`src/rtl/fft3_pkg.sv`:
```
// Shared types and helpers for the radix-3 butterfly issue controller.
package fft3_pkg;

    localparam int CPLX_W = 64;

    typedef struct packed {
        logic [31:0] re;
        logic [31:0] img;
    } cplx_t;

    typedef struct packed {
        cplx_t x0;
        cplx_t x1;
        cplx_t x2;
    } trip_t;

    typedef enum logic [1:0] {
        IDX_A = 2'd0,
        IDX_B = 2'd1,
        IDX_C = 2'd2
    } idx_t;

    // Smallest r with 2**r >= v.
    function automatic int unsigned clog2(input int unsigned v);
        int unsigned r;
        r = 0;
        for (int unsigned i = 0; i < 32; i++) begin
            if ((64'd1 << i) < 64'(v)) r = i + 1;
        end
        return r;
    endfunction

endpackage

```
`src/rtl/fft3_res_fifo.sv`:
```
// Result FIFO of butterfly triplets with a registered head entry.
module fft3_res_fifo
    import fft3_pkg::*;
#(
    parameter int DEPTH = 4,
    localparam int AW = clog2(DEPTH),
    localparam int CW = clog2(DEPTH + 1)
) (
    input  logic          clk,
    input  logic          rst,
    input  logic          push,
    input  trip_t         push_data,
    input  logic          pop,
    output trip_t         rd_data,
    output logic          full,
    output logic          empty,
    output logic [CW-1:0] count
);

    trip_t         mem [DEPTH];
    logic [AW-1:0] wr_ptr;
    logic [AW-1:0] rd_ptr;
    logic [CW-1:0] cnt;
    logic          do_pop;

    assign full   = (cnt == CW'(DEPTH));
    assign empty  = (cnt == '0);
    assign count  = cnt;
    assign do_pop = pop && !empty;

    always_ff @(posedge clk) begin
        if (push) mem[wr_ptr] <= push_data;
    end

    // Head register reloads from the next stored entry, or straight from the
    // incoming write when that write becomes the new head.
    always_ff @(posedge clk or posedge rst) begin
        if (rst) begin
            wr_ptr  <= '0;
            rd_ptr  <= '0;
            cnt     <= '0;
            rd_data <= '0;
        end else begin
            if (push) wr_ptr <= wr_ptr + AW'(1);
            if (do_pop) rd_ptr <= rd_ptr + AW'(1);
            cnt <= cnt + CW'(push) - CW'(do_pop);
            if (do_pop) begin
                if (cnt > CW'(1)) rd_data <= mem[rd_ptr + AW'(1)];
                else if (push)    rd_data <= push_data;
            end else if (push && empty) begin
                rd_data <= push_data;
            end
        end
    end

endmodule

```
`src/rtl/fft3_sched.sv`:
```
// Issue controller: groups samples into triplets, credit-gates issue to the
// fixed-latency butterfly and collects results into the output FIFO.
module fft3_sched
    import fft3_pkg::*;
#(
    parameter int LAT   = 4,
    parameter int DEPTH = 4
) (
    input  logic        clk,
    input  logic        rst,
    input  logic        flush,
    input  logic        s_valid,
    output logic        s_ready,
    input  logic [63:0] s_data,
    output logic        bf_go,
    output logic [63:0] bf_a,
    output logic [63:0] bf_b,
    output logic [63:0] bf_c,
    input  logic [63:0] bf_x0,
    input  logic [63:0] bf_x1,
    input  logic [63:0] bf_x2,
    output logic        m_valid,
    input  logic        m_ready,
    output logic [63:0] m_x0,
    output logic [63:0] m_x1,
    output logic [63:0] m_x2,
    output logic        busy
);

    localparam int CW = clog2(DEPTH + 1);

    idx_t           idx_q, idx_d;
    logic           pending_q, pending_d;
    logic [CW-1:0]  credits_q, credits_d;
    logic [LAT-1:0] vld_q;
    cplx_t          a_q, b_q, c_q;
    trip_t          head;
    logic           fifo_full, fifo_empty;
    logic [CW-1:0]  fifo_count;
    logic           take, pop, res_push;

    assign bf_go    = pending_q && (credits_q != '0);
    assign s_ready  = !pending_q || bf_go;
    assign take     = s_valid && s_ready && !flush;
    assign pop      = m_valid && m_ready;
    assign res_push = vld_q[LAT-1];

    assign bf_a    = a_q;
    assign bf_b    = b_q;
    assign bf_c    = c_q;
    assign m_valid = !fifo_empty;
    assign m_x0    = head.x0;
    assign m_x1    = head.x1;
    assign m_x2    = head.x2;
    assign busy    = (idx_q != IDX_A) || pending_q || (|vld_q) || m_valid;

    always_ff @(posedge clk or posedge rst) begin
        if (rst) begin
            idx_q     <= IDX_A;
            pending_q <= 1'b0;
            credits_q <= CW'(DEPTH);
            vld_q     <= '0;
        end else begin
            idx_q     <= idx_d;
            pending_q <= pending_d;
            credits_q <= credits_d;
            vld_q     <= (vld_q << 1) | LAT'(bf_go);
        end
    end

    // A third sample in the issue cycle keeps pending set for the next triplet.
    always_comb begin
        idx_d     = idx_q;
        pending_d = pending_q;
        if (bf_go) pending_d = 1'b0;
        if (flush) begin
            idx_d = IDX_A;
        end else if (take) begin
            case (idx_q)
                IDX_A:   idx_d = IDX_B;
                IDX_B:   idx_d = IDX_C;
                IDX_C: begin
                    idx_d     = IDX_A;
                    pending_d = 1'b1;
                end
                default: idx_d = IDX_A;
            endcase
        end
    end

    always_comb begin
        credits_d = credits_q;
        case ({bf_go, pop})
            2'b10:   credits_d = credits_q - CW'(1);
            2'b01:   credits_d = credits_q + CW'(1);
            default: credits_d = credits_q;
        endcase
    end

    always_ff @(posedge clk or posedge rst) begin
        if (rst) begin
            a_q <= '0;
            b_q <= '0;
            c_q <= '0;
        end else if (take) begin
            case (idx_q)
                IDX_A:   a_q <= s_data;
                IDX_B:   b_q <= s_data;
                IDX_C:   c_q <= s_data;
                default: a_q <= s_data;
            endcase
        end
    end

    fft3_res_fifo #(.DEPTH(DEPTH)) u_fifo (
        .clk       (clk),
        .rst       (rst),
        .push      (res_push),
        .push_data ({bf_x0, bf_x1, bf_x2}),
        .pop       (pop),
        .rd_data   (head),
        .full      (fifo_full),
        .empty     (fifo_empty),
        .count     (fifo_count)
    );

    assert property (@(posedge clk) disable iff (rst) !(res_push && fifo_full && !pop));
    assert property (@(posedge clk) disable iff (rst) fifo_count <= CW'(DEPTH) - credits_q);

endmodule
```
`config.mk`:
```
export PLATFORM = sky130hd
export DESIGN_NAME = fft3_sched
export DESIGN_NICKNAME = d
export VERILOG_FILES = /design/src/rtl/fft3_pkg.sv /design/src/rtl/fft3_res_fifo.sv /design/src/rtl/fft3_sched.sv
export SDC_FILE = /design/constraint.sdc
export NUM_CORES = 2
export LEC_CHECK = 0
export ABC_CLOCK_PERIOD_IN_PS = 27100
export BUFFER_PORTS_ARGS = -buffer_cell sky130_fd_sc_hd__buf_4
export CORE_MARGIN = 5
export CORE_UTILIZATION = 64
export CTS_BUF_LIST = sky130_fd_sc_hd__clkbuf_4
export DETAILED_ROUTE_END_ITERATION = 7
export GPL_TIMING_DRIVEN = 0
export PLACE_DENSITY = 0.88
export SLEW_MARGIN = 25
export SYNTH_ARGS = -nofsm -noshare
export SYNTH_HDL_FRONTEND = slang
export SYNTH_SLANG_ARGS = --single-unit
```
`constraint.sdc`:
```
create_clock -name clk -period 27.1 [get_ports clk]
set_input_delay 0 -clock clk [delete_from_list [all_inputs] [get_ports clk]]
set_output_delay 0 -clock clk [all_outputs]
set_load 0.005 [all_outputs]
```
# --- Yosys cells after proc, flatten, opt, wreduce, memory -nomap -nowiden ---
# Memory sizes are Yosys's and may differ from the RTL's.
# Index checks and enable logic that the tools add are counted.
totals:
  ram_bits: 768
  mem_count: 1
  reg_bits: 401
  input_bits: 261
  wordCells: 74
mem_list:
  columns: ["name", "words", "word_bits", "read_ports", "rd_clocked_by_memory_dff", "wr", "line_no", "source"]
  rows:
  - ["u_fifo.mem", 4, 192, 1, 0, 1, "fft3_res_fifo.sv:20", "trip_t mem [DEPTH];"]
classes:
  reduce_logical: 26
  muxes: 14
  eq_ne: 5
  n_bitwise: 2
  order_cmp: 1
  add_sub_neg: 6
op_table:
  columns: ["operator", "count"]
  rows:
  - ["192-bit two-way mux", 4]
  - ["2-bit AND reduction", 4]
  - ["2-bit nonzero test", 4]
  - ["1-bit logical AND", 6]
  - ["1-bit two-way mux", 6]
  - ["3-bit one-hot mux with 2 select lines", 1]
  - ["2-bit by 1-bit adder with 2-bit output, second input constant", 2]
  - ["2-bit by 1-bit equality test with 1-bit output, second input constant", 2]
  - ["2-bit equality test, second input constant", 2]
  - ["1-bit logical OR", 4]
  - ["2-bit two-way mux", 2]
  - ["4-bit by 1-bit OR with 4-bit output", 1]
  - ["2-bit one-hot mux with 2 select lines", 1]
  - ["4-bit OR reduction", 1]
  - ["3-bit by 1-bit adder with 3-bit output", 1]
  - ["3-bit by 1-bit adder with 3-bit output, second input constant", 1]
  - ["3-bit by 1-bit greater-than comparator with 1-bit output, second input constant", 1]
  - ["1-bit logical NOT", 3]
  - ["3-bit logical NOT", 1]
  - ["3-bit inequality test, second input constant", 1]
  - ["3-bit nonzero test", 1]
  - ["3-bit by 1-bit subtractor with 3-bit output", 1]
  - ["3-bit by 1-bit subtractor with 3-bit output, second input constant", 1]
  - ["2-bit logical NOT", 1]
  - ["other kinds (2)", 2]

# --- Logic depth before layout (Yosys ltp) ---
logic_depth:
  depth_word: 7
  mapped_depth: 8
  ltp_nobuf: 8

# --- Modules after synthesis ---
# A second synthesis with hierarchy kept.
unflattened:
  cells_unflattened: 2137
  area_unflattened_um2: 44438.9
by_module_without_submodules:
  columns: ["mod", "area_each_um2", "cells_per_inst", "n_inst"]
  rows:
  - ["fft3_res_fifo", 36500.0, 1689, 1]
  - ["fft3_sched", 7938.9, 448, 1]

# --- Worst setup path before layout ---
# Ideal clock, no wire load.
synth_path:
  path_kind: "flip-flop to flip-flop"
  start: "register vld_q[3]"
  end: "memory u_fifo.mem[0][0] (netlist name), enable pin"
  setup_ps: 576
  path_stages_with_launch: 3
  arrival_ps: 5022
  setup_slack_ps: 21502
  period_less_slack_ps: 5598
  path_cell_list: "dfrtp_1 > clkbuf_1 > and2_1"
synth_between:
  elab_chain_cells: 2
synth_lines:
  columns: ["item", "line_no", "source"]
  rows:
  - ["start, declared", "fft3_sched.sv:35", "logic [LAT-1:0] vld_q;"]
  - ["start signal, assigned", "fft3_sched.sv:67", "vld_q <= (vld_q << 1) | LAT'(bf_go);"]
  - ["1-bit two-way mux", "fft3_res_fifo.sv:32", "if (push) mem[wr_ptr] <= push_data;"]
  - ["1-bit two-way mux (implied by the code)", "fft3_res_fifo.sv:32", null]
  - ["end, declared", "fft3_res_fifo.sv:20", null]
# Every way passes these cells.

# --- Final worst setup path ---
layout_path:
  start: "register u_fifo.rd_ptr[0]"
  end: "register u_fifo.rd_data[168] (netlist name)"
layout_between:
  elab_chain_cells: 4
layout_lines:
  columns: ["item", "line_no", "source"]
  rows:
  - ["start, declared", "fft3_res_fifo.sv:22", "logic [AW-1:0] rd_ptr;"]
  - ["start signal, assigned", "fft3_res_fifo.sv:45", "if (do_pop) rd_ptr <= rd_ptr + AW'(1);"]
  - ["2-bit by 1-bit adder with 2-bit output", "fft3_res_fifo.sv:48", "if (cnt > CW'(1)) rd_data <= mem[rd_ptr + AW'(1)];"]
  - ["memory 4 x 192 bit", null, null]
  - ["192-bit two-way mux", "fft3_res_fifo.sv:48", null]
  - ["192-bit two-way mux", "fft3_res_fifo.sv:47", "if (do_pop) begin"]
  - ["end signal, assigned", "fft3_res_fifo.sv:48", null]
  - ["end signal, assigned", "fft3_res_fifo.sv:49", "else if (push) rd_data <= push_data;"]
  - ["end signal, assigned", "fft3_res_fifo.sv:51", "rd_data <= push_data;"]
  - ["end, declared", "fft3_res_fifo.sv:14", "output trip_t rd_data,"]
# Every way passes these cells.
# A chain may end at the register's enable or synchronous reset.

==> results.json <==
{
  "cellPowerDensity_nw_per_um2": 95.4,
  "overflow": 0,
  "total_power_uw": 5890,
  "antenna_found_initial": 26,
  "async_flop_share_pct": 34.3,
  "fillers": 2581,
  "clk_pin_slew_worst_paths_ns": 0.09,
  "drc": 29,
  "synth_ff_type": "edfxtp_1",
  "start_kind": "register",
  "grt_max_degree": 106,
  "dieHeight_um": 278,
  "postCtsSetupBuffers": 0,
  "grt_pass1_wl_mm": 261,
  "drt_iter0_markers": 7222,
  "cp_slowest_cell": "clkbuf_1",
  "maxSlewViolCount": 0,
  "synth_area_per_cell_um2": 17.7,
  "p_comb_share_pct": 31.8,
  "slowest_delay_ns": 0.86,
  "hold_violations": 0,
  "fmax_ghz": 0.302,
  "crit_type": "register to register",
  "rows": 98,
  "whs_ns": 0.139,
  "cts_max_level": 5,
  "violations": "DRC",
  "layout.nets": 4375,
  "ant_nets": 0,
  "r2r_slack_ns": 23.79,
  "syn_to_final_growth_pct": 34.1,
  "grt_pass1_vias": 38700,
  "ys_types": 39,
  "hp-class": "primary input to asynchronous set/reset pin",
  "final_core_util_pct": 86.4,
  "synth_area_um2": 46100,
  "tns_ns": 0,
  "min_period_ns": 3.31,
  "cts_tree": "built",
  "wl_per_cell_um": 35.2,
  "worst_pin_slew_ns": 1.20,
  "die_w_um": 278,
  "globalRouteTotalUtil_pct": 45.7,
  "start_util_pct": 64.4,
  "synth_top_cell_area_share_pct": 50.1,
  "dieArea_um2": 77400,
  "core_um2": 71500,
  "finalSetupViolCount": 0,
  "swShare_pct": 35.2,
  "gp_congestion": 0.973,
  "dp_hpwl_mm": 88.0,
  "cp_max_fo": 10,
  "min_period_over_period_pct": 12.2,
  "seq_power_share_pct": 40.1,
  "crit_family": "buffers and inverters",
  "holdBufCountCts": 521,
  "p_sw_uw": 2070,
  "power.share.clock_pct": 28.1,
  "max-cap-violations": 0,
  "cp-end-kind": "register",
  "power.leakage_uw": 0.0241,
  "yosys_warnings": 0,
  "ir_worst_vdd_mv": 0.0673,
  "yosysSeqAreaShare_pct": 71.9,
  "path_cells": "clkbuf_1, clkbuf_1, clkbuf_1, mux4_2, nor3_1, a31oi_1",
  "cpMostUsedCell": "clkbuf_1",
  "vias_per_cell": 7.16,
  "yosys.area.top_type": "edfxtp_1",
  "via_count": 37900,
  "p_int_uw": 3820,
  "drive_gt1_share_pct": 36.9,
  "worstPathArrival_ns": 4.22,
  "syn_nets": 2879,
  "crit_required_ns": 28.01,
  "outcome": "finished with violations",
  "dr.pass1.iters": 8,
  "ys_ff_latch": 1169,
  "slew_headroom_pct": 19.9,
  "critPathBufInv": 3,
  "clock-sinks": 1169,
  "port_buffers": 648,
  "cts_buffer_depth": 4,
  "synth_edf_count": 768,
  "rsz0062_at_grt": "false",
  "clkLatencyLatePin_ns": 1.22,
  "wl_mm": 186,
  "root_buffer": "clkbuf_4",
  "io_pins": 649,
  "cts-resized-gates": 0,
  "syn-instance-count": 2604,
  "yosys-top-cells-area": "edfxtp_1 (50%), dfrtp_1 (22%), mux4_2 (9.4%)",
  "fin_skew_ns": 0.151,
  "cts_buffers": 300
}
[power groups by stage]
| stage | Sequential (µW) | Combinational [µW] | Clock (µW) |
|---|---|---|---|
| 3_5_place_dp | 2340 | 1600 | 0 |
| 6_report | 2360 | 1870 | 1660 |
| 2_1_floorplan | 2320 | 859 | 0 |
| 4_1_cts | 2310 | 1690 | 1540 |
| 5_1_grt | 2370 | 1930 | 1730 |
| 3_3_place_gp | 2330 | 1540 | 0 |
[synthesized netlist by cell type, types with 4 or more instances]
library cell and n:
buf_12 19, buf_1 17, mux4_2 192, buf_2 20
mux2_4 180, xor2_1 5, clkbuf_1 156, a31oi_1 192
ha_1 12, dfrtp_1 400, o21ai_0 193, mux2_2 13
edfxtp_1 768, nor3_1 192, nand3_1 195, and2_1 6
nand2_1 4, inv_1 11
[worst paths after layout]
check | from | to | cells past startpoint
min in group clk | bf_x2[4] | u_fifo.mem[0][4] | 3
hold / removal | rst | bf_c[59] | 4
hold reg to reg | vld_q[0] | vld_q[1] | 0
setup / recovery | u_fifo.rd_ptr[0] | u_fifo.rd_data[168] | 6
max in group asynchronous | rst | u_fifo.rd_data[89] | 6
setup reg to reg | u_fifo.rd_ptr[0] | u_fifo.rd_data[168] | 6
[worst register-to-register path, stage by stage, from the launching register on]
cell      delay (ns)
dfrtp_1         0.32
clkbuf_1        0.35
clkbuf_1        0.86
clkbuf_1        0.68
mux4_2          0.42
nor3_1          0.38
a31oi_1         0.15
[flip-flops by register name, summed over array words and instances (netlist names)]
signal and count:
bf_b 64, u_fifo.rd_ptr 2, bf_a 64, credits_q 3, u_fifo.rd_data 192, u_fifo.count 3
bf_c 64, idx_q 2, u_fifo.wr_ptr 2, u_fifo.mem 768, vld_q 4, pending_q 1
[kinds of logic after synthesis]
family	after synthesis	share of synthesized area [%]
compound gates	392	4.81
xor+xnor	7	0.133
fa+ha+maj	14	0.413
buf+inv	226	2.63
flops	1169	71.9
mux	386	15.6
simple gates	410	4.55
[final cells by class]
cell class | instances | area, µm² | area share [%]
antenna | 28 | 70.1 | 0.113
tap | 950 | 1190 | 1.92
sequential | 1169 | 33100 | 53.6
clock inverter | 69 | 430 | 0.697
multi-input combinational | 1209 | 11800 | 19.0
buffer | 215 | 1180 | 1.91
inverter | 11 | 48.8 | 0.0790
timing repair buffer | 1194 | 10600 | 17.2
clock buffer | 448 | 3360 | 5.45
[through the flow]
stage,setup WS [ns],instance area (µm²),instances
after floorplan,15.95,46100,2604
after global placement,12.05,52100,4202
after detailed placement,23.89,52700,4226
after CTS,23.92,61700,5264
after global routing,23.19,61800,5287
final,23.79,61800,5293
[placed cells by master, fill, tap and decap left out, drive strengths merged, types with 12 or more instances in the layout]
master         n
edfxtp       768
clkbuf       604
clkinv        55
ha            12
mux4         192
nor3         192
o21ai        194
buf          732
diode         28
a31oi        192
mux2         193
inv           19
dfrtp        400
dlygate4sd3  521
nand3        195
[layer usage]
| layer | vias to the layer above | part of all wire [%] | track usage (%) |
|---|---|---|---|
| met3 | 1537 | 14 | 15.9 |
| met4 | 12 | 10 | 31.7 |
| li1 | 13600 | - | - |
| met2 | 4880 | 46 | 72.3 |
| met1 | 17900 | 29 | 52.8 |
| met5 | - | 0.10 | 0.488 |
No activity file was read; power rests on OpenSTA's default activity.
